File: src/rtl/regfile_write_arbiter.sv
`default_nettype none
// ============================================================================
//  Module   : regfile_write_arbiter
//  Purpose  : Shares the register-file write port between ALU writeback (A,
//             fixed priority) and the load/multi-cycle unit (B, protected by a
//             starvation counter). Keeps a busy scoreboard of destinations
//             with writes in flight for decode RAW/WAW stall checks.
//  Revision : 1.0 - initial release
// ============================================================================
module regfile_write_arbiter #(
  parameter int STARVE_LIMIT = 3
) (
  input  logic        clk,
  input  logic        rst_n,
  input  logic        a_valid,
  input  logic [4:0]  a_rd,
  input  logic [31:0] a_data,
  output logic        a_ready,
  input  logic        b_valid,
  input  logic [4:0]  b_rd,
  input  logic [31:0] b_data,
  output logic        b_ready,
  input  logic        reserve_valid,
  input  logic [4:0]  reserve_rd,
  input  logic [4:0]  rs1,
  input  logic [4:0]  rs2,
  output logic        rs1_busy,
  output logic        rs2_busy,
  output logic        rf_we,
  output logic [4:0]  rf_w,
  output logic [31:0] rf_data,
  output logic        reserve_conflict
);

  localparam int            CW    = $clog2(STARVE_LIMIT + 1);
  localparam logic [CW-1:0] LIMIT = CW'(STARVE_LIMIT);

  logic [CW-1:0] starve_cnt;
  logic          starved;
  logic          a_hs;
  logic          b_hs;
  logic          win_valid;
  logic [4:0]    win_rd;
  logic [31:0]   win_data;
  logic [31:0]   busy;
  logic [31:0]   busy_set;
  logic [31:0]   busy_clr;
  logic [31:0]   busy_next;
  logic          conflict_next;

  // B is forced to win once it has lost STARVE_LIMIT consecutive cycles.
  assign starved = (starve_cnt >= LIMIT);
  assign a_ready = !(b_valid && starved);
  assign b_ready = !a_valid || starved;
  assign a_hs    = a_valid && a_ready;
  assign b_hs    = b_valid && b_ready;

  // The two handshakes are mutually exclusive, so a simple mux picks the winner.
  always_comb begin
    win_valid = a_hs || b_hs;
    win_rd    = a_hs ? a_rd   : b_rd;
    win_data  = a_hs ? a_data : b_data;
  end

  // Starvation counter: counts consecutive B losses, saturating at the limit.
  always_ff @(posedge clk) begin
    if (!rst_n) begin
      starve_cnt <= '0;
    end else if (!b_valid || b_hs) begin
      starve_cnt <= '0;
    end else if (starve_cnt != LIMIT) begin
      starve_cnt <= starve_cnt + 1'b1;
    end
  end

  // Registered write port; a winner targeting x0 is consumed without a write.
  always_ff @(posedge clk) begin
    if (!rst_n) begin
      rf_we   <= 1'b0;
      rf_w    <= '0;
      rf_data <= '0;
    end else begin
      rf_we <= win_valid && (win_rd != 5'd0);
      if (win_valid && (win_rd != 5'd0)) begin
        rf_w    <= win_rd;
        rf_data <= win_data;
      end
    end
  end

  // Scoreboard next state: clear on commit, set on reserve, set wins ties.
  always_comb begin
    busy_set = '0;
    busy_clr = '0;
    if (reserve_valid) begin
      busy_set[reserve_rd] = 1'b1;
    end
    if (rf_we) begin
      busy_clr[rf_w] = 1'b1;
    end
    busy_next    = (busy & ~busy_clr) | busy_set;
    busy_next[0] = 1'b0;
    conflict_next = reserve_valid && (reserve_rd != 5'd0) &&
                    busy[reserve_rd] && !busy_clr[reserve_rd];
  end

  // Scoreboard and conflict pulse registers.
  always_ff @(posedge clk) begin
    if (!rst_n) begin
      busy             <= '0;
      reserve_conflict <= 1'b0;
    end else begin
      busy             <= busy_next;
      reserve_conflict <= conflict_next;
    end
  end

  // Queries see the registered scoreboard only; busy[0] is always zero.
  assign rs1_busy = busy[rs1];
  assign rs2_busy = busy[rs2];

endmodule
`default_nettype wire

File: config.mk
export PLATFORM = sky130hd
export DESIGN_NAME = regfile_write_arbiter
export DESIGN_NICKNAME = d
export VERILOG_FILES = /design/src/rtl/regfile_write_arbiter.sv
export SDC_FILE = /design/constraint.sdc
export NUM_CORES = 1
export LEC_CHECK = 0
export CORE_UTILIZATION = 43
export DETAILED_ROUTE_END_ITERATION = 10
export PLACE_DENSITY_LB_ADDON = 0.3
export SETUP_SLACK_MARGIN = 0.5
export SYNTH_ARGS = -nofsm -noshare
export SYNTH_HDL_FRONTEND = slang
export SYNTH_SLANG_ARGS = --single-unit
File: constraint.sdc
create_clock -name clk -period 1.8 [get_ports clk]
set_input_delay 0.36 -clock clk [delete_from_list [all_inputs] [get_ports clk]]
set_output_delay 0.36 -clock clk [all_outputs]
set_load 0.005 [all_outputs]
==> results of run 1 <==
## metrics by stage
| step | total power (uW) | setup slack, ns | area, um^2 |
|---|---|---|---|
| finish | 4560 | -0.370 | 7480 |
| global route | 4680 | -0.382 | 7480 |
| CTS | 4380 | -0.408 | 7190 |
| detailed placement | 2770 | -1.01 | 6290 |
| global placement | 2750 | -0.987 | 6290 |
| floorplan | 2220 | 0.0265 | 4390 |
## cells in the mapped netlist (all sizes together), types with 4 or more instances
cell type and number:
a21boi 36, a22oi 4, buf 19, clkbuf 18, dfxtp 72, mux2 4
mux2i 47, mux4 15, nand2 44, nand3 8, nand3b 9, nor2 12
nor3 5, nor3b 6, o211a 34, o21ai 67, or3 4, or3b 4
xnor2 5
## metal layers
layer | vias up | track usage
met5 | - | 0
met4 | 0 | 0.178
met3 | 88 | 0.0622
met2 | 366 | 0.622
met1 | 2478 | 0.383
li1 | 2188 | -
## sequential cells by signal (all words and copies together), names as in the netlist
| register | count |
|---|---|
| rf_w | 5 |
| rf_data | 32 |
| rf_we | 1 |
| reserve_conflict | 1 |
| busy | 31 |
| starve_cnt | 2 |
## worst max-delay path, cell delays in order, from the launching register on
cell and delay, ns:
dfxtp_2 0.34, mux4_2 0.49, or3_4 0.34, and4_1 0.17
buf_2 0.12
## worst paths after layout
path,start,to,slack (ns),cells past startpoint
setup / recovery,busy[12],rs1_busy,-0.37,4
hold / removal,a_rd[3],rf_w[3],0.31,3
setup reg to reg,starve_cnt[0],rf_data[22],0.15,9
hold reg to reg,rf_data[28],rf_data[28],0.50,1
## final cells by class
type | instances | area, um^2
Clock buffer | 12 | 155
Clock inverter | 3 | 65.1
Fill cell | 648 | 2250
Multi-Input combinational cell | 345 | 3090
Timing Repair Buffer | 253 | 2500
Tap cell | 133 | 166
Inverter | 3 | 11.3
Sequential cell | 72 | 1490
## repair_timing
| action | 4_1_cts | 5_1_grt |
|---|---|---|
| endpoints found under the setup margin | 113 | 101 |
| gates resized for setup | 223 | 109 |
| pin swaps | 41 | 38 |
| buffers inserted | 23 | 8 |
| gates cloned | 15 | 2 |
## power groups by stage
stage	clock, uW	sequential (uW)	combinational [uW]
after detailed placement	0	1780	996
after global routing	1570	1760	1350
after CTS	1480	1740	1170
after global placement	0	1770	980
final	1500	1750	1300
after floorplan	0	1770	449
## kinds of logic after synthesis
| group | synth area share |
|---|---|
| AO/OA/AOI/OAI | 0.267 |
| AND/OR/NAND/NOR | 0.136 |
| flip-flops | 0.334 |
| multiplexers | 0.198 |
| buffers and inverters | 0.0514 |
| XOR/XNOR | 0.0102 |
| adder cells (fa/ha/maj) | 0.00290 |
==> reports/results.ini, run 1 <==
[critical_path]
worstPathArrival_ns=1.81
endpoint_kind=primary output
cp-start-kind=flop
crit_path_max_fanout=3
crit_required_ns=1.44
path_class=flop to primary output

[power_and_ir_drop]
p_switching_uw=1290
pwr_density_cell_nw_per_um2=609
seqPwrFrac=0.384
p_clk_frac=0.330
total_leakage_power_uw=0.00324
intPower_uw=3260
switching_share=0.284
ir_worst_vdd_mv=0.415
power_frac_comb=0.286

[clocking]
cts_buffers=9
htree_levels=3
cts_hold_buf=0
cts_tree=yes
clock_sinks=72
insertion_delay_ns=0.36
clockBufferDepth=2
root_buffer=clkbuf_8
clkTransAtPathRegs_ns=0.08

[sta]
rsz0062_at_grt=yes
hold_slack_ns=0.309
setup-tns-final_ns=-0.660
clock_skew_ns=0.0126
worst_slew_pin_slew_ns=0.521
max_freq_mhz=461
setup_ws_ns=-0.370
setup_viol=2
final_max_slew_viol_count=0
maxSlewHeadroom=0.653
period_minus_slack_ns=2.17
hold_viol=0
fin_crit_sh=1.21

[global_routing]
grt_pass1_wl_um=27000
grt_max_degree=31
grt_pass1_vias=5182
antenna_found_initial=0
grtUsageTotal=0.343
gr-total-overflow=0

[yosys]
synth_top_cell_area_share=0.334
ys_top_cells_by_area=dfxtp_1, mux2i_1, mux4_2, o211a_1, a21boi_1
synth_area_um2=4310
synth.yosys.warnings=0
synth.avg_cell_area_um2=9.55
synth_edf_count=0
postSynthNetCount=546
async_flop_share=0
synth-seq-area-share=0.334
syn_inst=451
ys_ff_latch=72
ys.flop_type=dfxtp_1
ys_types=51
yosysTopAreaCell=dfxtp_1

[cells_and_area]
layout_commonest_cell=clkdlybuf4s50_1
num_antenna_cells=0
drive_gt1_frac=0.420
postLayoutCoreUtil=0.769
fin_cells=821
nets=779
area_growth_pct=73.6
final_cell_mix=clkdlybuf4s50_1, buf_4, dfxtp_1, nand2_1, mux2i_1

[flow_run]
cap_violations=0

[detailed_routing]
via_count=5120
drt_iter0_markers=317
drt_first_pass_iters=5
viasPerCell=6.24
wl_met3_um=1700
ant_nets=0
finalWirelength_um=18800
drc=0
highest_layer=met4
wl_met1_um=6810
wl_met2_um=9510
wl_per_cell_um=22.9

[floorplanning]
die_area_um2=10400
fp.dieH_um=102
core_um2=9730
start_util=0.443
rows=36
pin_count=137
die_x_um=102

[place]
dpl.hpwl_um=10400
numPortBuffers=136
gp_congestion=1.00
place_inst=758

[hold_path]
hp-class=input pin to flop

[run_status]
status=finished with violations
violations=setup timing

Power figures use the tool's default switching activity.
==> inputs of run 2 (changes only) <==
SLEW_MARGIN = 5   (was default)
==> results of run 2 <==
Same layout as run 1: the final DEF is identical, and so are final timing and power.
